File: src/rtl/pipe_stage_skid_pkg.sv
// Shared constants and state encoding for the skid-buffered pipeline register.
package pipe_stage_skid_pkg;

  localparam int unsigned INST_ADDR_BUS_W = 32;
  localparam int unsigned INST_BUS_W      = 32;

  localparam logic RST_ENABLE   = 1'b1;
  localparam logic FLUSH_ENABLE = 1'b1;

  typedef enum logic [1:0] {
    EMPTY = 2'b00,
    ONE   = 2'b01,
    TWO   = 2'b10
  } skid_state_t;

endpackage

File: src/rtl/pipe_stage_skid_sat_counter.sv
// Saturating up-counter with synchronous clear; holds at all-ones instead of wrapping.
module sat_counter #(
  parameter int unsigned WIDTH = 16
) (
  input  logic             clk,
  input  logic             clr,
  input  logic             inc,
  output logic [WIDTH-1:0] cnt
);

  always_ff @(posedge clk) begin
    if (clr) begin
      cnt <= '0;
    end else if (inc && (cnt != '1)) begin
      cnt <= cnt + WIDTH'(1);
    end
  end

endmodule

File: src/rtl/pipe_stage_skid.sv
// Inter-stage pipeline register: main + skid slot, registered up_ready, synchronous flush
// and a saturating back-pressure counter.
module pipe_stage_skid
  import pipe_stage_skid_pkg::*;
#(
  parameter int unsigned PC_W     = INST_ADDR_BUS_W,
  parameter int unsigned DATA_W   = INST_BUS_W,
  parameter int unsigned CNT_W    = 16,
  parameter bit          ZERO_BUB = 1'b1
) (
  input  logic              clk,
  input  logic              rst,
  input  logic              flush,
  input  logic              up_valid,
  output logic              up_ready,
  input  logic [PC_W-1:0]   up_pc,
  input  logic [DATA_W-1:0] up_inst,
  output logic              dn_valid,
  input  logic              dn_ready,
  output logic [PC_W-1:0]   dn_pc,
  output logic [DATA_W-1:0] dn_inst,
  output logic [CNT_W-1:0]  stall_cnt
);

  skid_state_t       state;
  logic              rst_act;
  logic              flush_act;
  logic              up_fire;
  logic              dn_fire;
  logic              up_ready_q;
  logic              dn_valid_q;
  logic [PC_W-1:0]   main_pc;
  logic [DATA_W-1:0] main_inst;
  logic [PC_W-1:0]   skid_pc;
  logic [DATA_W-1:0] skid_inst;

  assign rst_act   = (rst == RST_ENABLE);
  assign flush_act = (flush == FLUSH_ENABLE);
  assign up_fire   = up_valid & up_ready_q;
  assign dn_fire   = dn_valid_q & dn_ready;

  // up_ready/dn_valid are registered alongside the state so neither has a
  // combinational path from the handshake inputs.
  always_ff @(posedge clk) begin
    if (rst_act) begin
      state      <= EMPTY;
      up_ready_q <= 1'b1;
      dn_valid_q <= 1'b0;
      main_pc    <= '0;
      main_inst  <= '0;
      skid_pc    <= '0;
      skid_inst  <= '0;
    end else if (flush_act) begin
      state      <= EMPTY;
      up_ready_q <= 1'b1;
      dn_valid_q <= 1'b0;
    end else begin
      case (state)
        EMPTY: begin
          if (up_fire) begin
            state      <= ONE;
            dn_valid_q <= 1'b1;
            main_pc    <= up_pc;
            main_inst  <= up_inst;
          end
        end
        ONE: begin
          if (up_fire && !dn_fire) begin
            state      <= TWO;
            up_ready_q <= 1'b0;
            skid_pc    <= up_pc;
            skid_inst  <= up_inst;
          end else if (up_fire && dn_fire) begin
            main_pc   <= up_pc;
            main_inst <= up_inst;
          end else if (dn_fire) begin
            state      <= EMPTY;
            dn_valid_q <= 1'b0;
          end
        end
        TWO: begin
          if (dn_fire) begin
            state      <= ONE;
            up_ready_q <= 1'b1;
            main_pc    <= skid_pc;
            main_inst  <= skid_inst;
          end
        end
        default: begin
          state      <= EMPTY;
          up_ready_q <= 1'b1;
          dn_valid_q <= 1'b0;
        end
      endcase
    end
  end

  assign up_ready = up_ready_q;
  assign dn_valid = dn_valid_q;

  generate
    if (ZERO_BUB) begin : g_zero_bubble
      assign dn_pc   = dn_valid_q ? main_pc   : '0;
      assign dn_inst = dn_valid_q ? main_inst : '0;
    end else begin : g_hold_bubble
      assign dn_pc   = main_pc;
      assign dn_inst = main_inst;
    end
  endgenerate

  sat_counter #(
    .WIDTH (CNT_W)
  ) u_stall_cnt (
    .clk (clk),
    .clr (rst_act),
    .inc (dn_valid_q & ~dn_ready),
    .cnt (stall_cnt)
  );

endmodule
File: config.mk
export PLATFORM = sky130hd
export DESIGN_NAME = pipe_stage_skid
export DESIGN_NICKNAME = d
export VERILOG_FILES = /design/src/rtl/pipe_stage_skid_pkg.sv /design/src/rtl/pipe_stage_skid_sat_counter.sv /design/src/rtl/pipe_stage_skid.sv
export SDC_FILE = /design/constraint.sdc
export NUM_CORES = 1
export LEC_CHECK = 0
export ABC_CLOCK_PERIOD_IN_PS = 1700
export BUFFER_PORTS_ARGS = -buffer_cell sky130_fd_sc_hd__buf_2
export CELL_PAD_IN_SITES_DETAIL_PLACEMENT = 0
export CELL_PAD_IN_SITES_GLOBAL_PLACEMENT = 2
export CORE_MARGIN = 2
export CORE_UTILIZATION = 28
export CTS_CLUSTER_DIAMETER = 150
export DETAILED_ROUTE_END_ITERATION = 7
export GPL_ROUTABILITY_DRIVEN = 0
export PLACE_DENSITY_LB_ADDON = 0.1
export SLEW_MARGIN = 25
export SYNTH_ARGS = -nofsm -noshare
export SYNTH_HDL_FRONTEND = slang
export SYNTH_SLANG_ARGS = --single-unit
File: constraint.sdc
create_clock -name clk -period 1.7 [get_ports clk]
set_input_delay 0 -clock clk [delete_from_list [all_inputs] [get_ports clk]]
set_output_delay 0 -clock clk [all_outputs]
set_load 0.03 [all_outputs]
======== Yosys cells after proc, flatten, opt, wreduce, memory -nomap -nowiden ========
Index checks and enable logic that the tools add are counted.
word-level totals
  bits of input ports ..................... 69
  word-level logic and storage cells ...... 66
  output and inout bits ................... 82
  register bits after elaboration ......... 148
operators by class
  bitwise operators ....................... 7
  $add $sub $neg .......................... 1
  multiplexer cells ....................... 26
  equality and inequality tests ........... 12
  reduce and logical (&&, ||, !) cells .... 12
operators with widths
  kind                                           number
  2-to-1 mux 32 bit                              10
  one-hot mux 32 bit (3 select lines)            2
  adder 16 x 1 -> 16 bit, second input constant  1
  != test 16 bit, second input constant          1
  != test 2 bit, second input constant           7
  2-to-1 mux 2 bit                               5
  2-to-1 mux 1 bit                               6
  != test 3 bit, second input constant           2
  one-hot mux 1 bit (3 select lines)             2
  one-hot mux 2 bit (3 select lines)             1
  AND reduction 3 bit                            2
  AND reduction 6 bit                            1
  AND reduction 5 bit                            1
  inverter 1 bit                                 4
  AND reduction 4 bit                            1
  AND 1 bit                                      3
  logical AND 1 bit                              3
  nonzero test 3 bit                             1
  == test 2 x 1 -> 1 bit, second input constant  1
  == test 2 bit, second input constant           1
  logical NOT 2 bit                              1
  OR reduction 2 bit                             1
  logical NOT 1 bit                              1

======== Logic depth before layout (Yosys ltp) ========
  depth in word-level cells ............... 5
  mapped depth ............................ 7
  depth with buffers taken out ............ 5

======== Modules after synthesis ========
From an unflattened synthesis, not the netlist that was laid out.
unflattened totals
  cell total of the unflattened synthesis .. 778
  area total of the unflattened synthesis .. 6814.0 sq um
modules (own cells, without submodules)
  module           area an instance (sq um)  instances  cells an instance  sequential area each (sq um)
  pipe_stage_skid  5965.7                    1          679                2642.5
  sat_counter      848.3                     1          99                 320.3

======== Worst setup path before layout ========
OpenSTA, ideal clock, no wires.
  path type ............................... register to register
  start ................................... register u_stall_cnt.cnt[0]
  end ..................................... register u_stall_cnt.cnt[14]
  setup slack ............................. -357 ps
  path buffers ............................ 1
  stages on the path, launching flop included .. 7
  arrival time ............................ 1936 ps
  data required time ...................... 1579 ps
  clock period less this slack ............ 2057 ps
  cells stage by stage .................... dfxtp_1 ha_1 nand3_1 or2_2 clkbuf_1 nor4_1 mux2_2
on the way
  cells in the longest elaborated chain, start to end .. 2
  elaborated cells on any way between the ends .. 3
  those cells by class .................... add/sub: 1; eq/ne: 1; reduce/logical: 1
ends and longest elaborated chain
  element                                                                         line                               RTL
  from (decl)                                                                     pipe_stage_skid_sat_counter.sv:8   output logic [WIDTH-1:0] cnt
  from (signal assigned)                                                          pipe_stage_skid_sat_counter.sv:15  cnt <= cnt + WIDTH'(1);
  parallel branches: the longest is 2 deep, another holds adder 16 x 1 -> 16 bit  n/a
Several ways; the timed one is not identified.
A chain may end at the register's enable or synchronous reset.

======== Worst setup path in the final report ========
  start ................................... register state[0]
  end ..................................... register main_inst[16]
on the way
  cells in the longest elaborated chain, start to end .. 3
  elaborated cells on any way between the ends .. 10
  those cells by class .................... eq/ne: 6; mux: 1; reduce/logical: 3
ends and longest elaborated chain
  element                                                               line                   RTL
  from (decl)                                                           pipe_stage_skid.sv:25  skid_state_t state;
  from (signal assigned)                                                pipe_stage_skid.sv:46  state <= EMPTY;
  from (signal assigned)                                                pipe_stage_skid.sv:54  state <= EMPTY;
  from (signal assigned)                                                pipe_stage_skid.sv:61  state <= ONE;
  == test 2 x 1 -> 1 bit (tied with other cells)                        pipe_stage_skid.sv:58  case (state)
  != test 2 bit (no line) / nonzero test 3 bit (equally long branches)  n/a
  AND reduction 6 bit (no line)                                         n/a
  to (signal assigned)                                                  pipe_stage_skid.sv:64  main_inst <= up_inst;
  to (signal assigned)                                                  pipe_stage_skid.sv:75  main_inst <= up_inst;
  to (signal assigned)                                                  pipe_stage_skid.sv:86  main_inst <= skid_inst;
  to (decl)                                                             pipe_stage_skid.sv:33  logic [DATA_W-1:0] main_inst;
Parallel ways exist; a longest one is shown, timed or not.

==> metrics.md <==
| Metric | Value |
|---|---|
| Reg clk slew, reported paths | 0.06 ns |
| Routed vias/inst | 4.81 |
| DP Area | 0.00811 mm² |
| Port bufs | 150 |
| Cell area after synthesis | 0.00680 mm² |
| PwrDens | between 800 and 900 mW/mm² |
| Final slew viol count | 0 |
| Most frequent cells in the layout | buf_2, nand2_1, a21oi_1, dfxtp_1 |
| Non-filler cells, final | 1374 |
| Synthesis Warnings | 0 |
| Leak | 4.14 nW |
| CTS Buf Count | 17 |
| Detailed Route Iter0 Violations | 310 |
| Worst Path Required | 1.99 ns |
| Worst IR drop on VDD | ~0.5 mV |
| Hold Path Depth | 4 |
| Crit path kind | reg -> reg |
| Nets@finish | 1106 |
| Fin crit share | 0.987 |
| Family with the most delay on the worst path | compound AO/OA/AOI/OAI gates |
| Worst Hold End | dn_valid |
| CP Buf/Inv Count | 2 |
| Detail Placement HPWL | 13.1 mm |
| Post-synthesis async set-or-reset flop share | 0 |
| Arr. time, crit path | 1.97 ns |
| Endpoints failing hold | 0 |
| Register area share after synthesis | 0.436 |
| Drt wl/cell | 15.6 µm |
| Crit-path cells | a21boi_2 -> o32a_4 -> buf_4 -> clkbuf_16 -> o21ai_0 -> a21oi_2 |
| RR Endpoint | main_inst[16] |
| CTS Buffer Depth | 2 |
| R2R depth | 6 |
| Unique cell type count in the Yosys netlist | 37 |
| Die width | 160 µm |
| Worst hold margin | 0.0353 ns |
| Synth Flop Type | dfxtp_1 |
| Root Driver | clkbuf_16 |
| Power, Total | approximately 8.6 mW |
| Area growth syn-to-layout | 41.3% |
| Pin count of the biggest net entering global routing | 77 |
| Final ANT Viol Nets | 0 |
| Number of global-route vias before repair | 6368 |
| Initial antenna violation count | 1 |
| Worst Setup Start Kind | flip-flop |
| Final setup vio count | 0 |
| Die extent in y | 160 µm |
| First-pass GRT wire length | about 34 mm |
| Unrepaired setup endpoints after global routing | true |
| Core area | 0.0241 mm² |
| Clock skew | around 0.014 ns |
| Area of the die | 0.0255 mm² |
| CTS sink count | roughly 150 |
| Routed WL | 21.5 mm |
| Status | complete, no violations |
| Peak Freq | 0.596 GHz |
| #FFs+latches synth | 148 |
| CP Capture Type | flip-flop |
| Share of layout cells above drive strength 1 | 0.262 |
| Actual slew at the worst max-slew pin | 0.554 ns |
| # fillers | 2543 |
| Slowest CP cell | o32a_4 |
| Critical hold path startpoint | dn_ready |
| CP Depth | 6 |
| Post-synth EDFFs | 0 |
| Setup TNS | 0 ns |
| R2R Setup Slk | between 0.02 and 0.025 ns |
| Worst relative slew slack | 0.631 |
| # rows | between 50 and 60 |
| Io pins | 151 |
| Gate Count Post-Synth | 840 |
| Commonest non-fill, non-tap cell in the layout | buf_2 |
| Worst reg2reg startpoint | state[0] |
| CTS tree | done |
| Starting density of the core | 0.282 |
| Worst Hold Class | in -> reg |
| Multi-input gate area | 0.00369 mm² |
| Largest stage delay, worst path | 0.39 ns |
| Final Cell Area | approximately 0.0096 mm² |
| CTS H-tree depth | 4 |
| GR Util All Layers | 0.164 |
| DR pass1 iterations | 5 |
| Final global-route overflow total | 0 |
| Clk Latency, worst-skew pair | between 0.4 and 0.5 ns |
| Mapped Avg Cell Area | roughly 8.1 µm² |
| Crit-path max FO | 26 |
| Min Tclk post-route | 1.68 ns |
| Net Count, Synth | 910 |
| Remaining DRCs | 0 |
| Register area | around 0.003 mm² |
| Max Cap Viol | 0 |
| Total number of vias | 6608 |
| Dpl cells | 1271 |
[layer usage]
| metal | global-route usage | share of wire |
|---|---|---|
| met1 | 0.214 | 0.48 |
| met2 | 0.276 | 0.47 |
| met3 | 0.0369 | 0.044 |
| met4 | 0.0414 | 0.0092 |
| met5 | 0 | 0 |
[layout make-up]
type / instances / area share
Tap cell: 324 / 0.0422
Clock buffer: 18 / 0.0457
Multi-Input combinational cell: 614 / 0.385
Sequential cell: 148 / 0.312
Clock inverter: 14 / 0.0208
Timing Repair Buffer: 253 / 0.193
Inverter: 2 / 0.000782
Antenna cell: 1 / 0.000261
[flip-flops by register name (all words and copies together) (netlist names)]
signal / cells
main_pc: 32
main_inst: 32
u_stall_cnt.cnt: 16
skid_pc: 32
up_ready: 1
state: 2
skid_inst: 32
dn_valid: 1
[through the flow]
stage | setup slack, ns | utilization
4_1_cts | 0.0185 | 0.392
2_1_floorplan | -0.00765 | -
6_report | 0.0214 | 0.398
3_5_place_dp | -0.0499 | 0.336
3_3_place_gp | -0.0636 | 0.336
5_1_grt | -0.0514 | 0.398
[cells by family (layout without fill, tap and decap cells)]
kind of cell	Yosys count	in the layout	synth area share
and+or+nand+nor	318	318	0.244
AOI/OAI and AO/OA	227	227	0.172
DFF	148	148	0.436
buffers and inverters	78	287	0.0447
muxes	67	67	0.0992
adders and majority gates	1	1	0.00184
xor gates and xnor gates	1	1	0.00129
other	0	1	0
[worst max-delay path by stage]
stage | start | to | slack [ns]
global route | dn_valid | u_stall_cnt.cnt[11] | -0.05
floorplan | dn_valid | main_inst[5] | -0.008
CTS | up_ready | main_inst[16] | 0.02
finish | state[0] | main_inst[16] | 0.02
global placement | dn_valid | u_stall_cnt.cnt[11] | -0.06
detailed placement | dn_valid | u_stall_cnt.cnt[11] | -0.05
[tightest hold or removal path, cell delays in order]
cell,delay (ns)
buf_2,0.17
nand2_1,0.07
nand3b_1,0.06
a21boi_0,0.09
[power by group]
group,switching (mW),internal [mW]
combinational,0.489,0.408
sequential,0.0452,3.56
clock,1.58,2.52
[Yosys cell counts, drive strengths merged, types with 6 or more instances]
cell type | n | area (µm²)
a21oi | 143 | 716
clkbuf | 62 | 233
buf | 14 | 63.8
or3 | 69 | 432
o21ai | 70 | 350
or4 | 7 | 56.3
nand4 | 6 | 37.5
o31ai | 8 | 60.1
dfxtp | 148 | 2960
nand2 | 138 | 518
and2 | 67 | 419
mux2i | 64 | 641
[timing repair]
item / CTS / global route
setup endpoints to repair: 12 / 50
cloned: 1 / 1
resized for setup: 3 / 30
pin swaps: 1 / 11
hold buffers: 65 / 0
hold endpoints to repair: 89 / 0
setup buffers: 0 / 3
(Power assumes the default switching activity.)
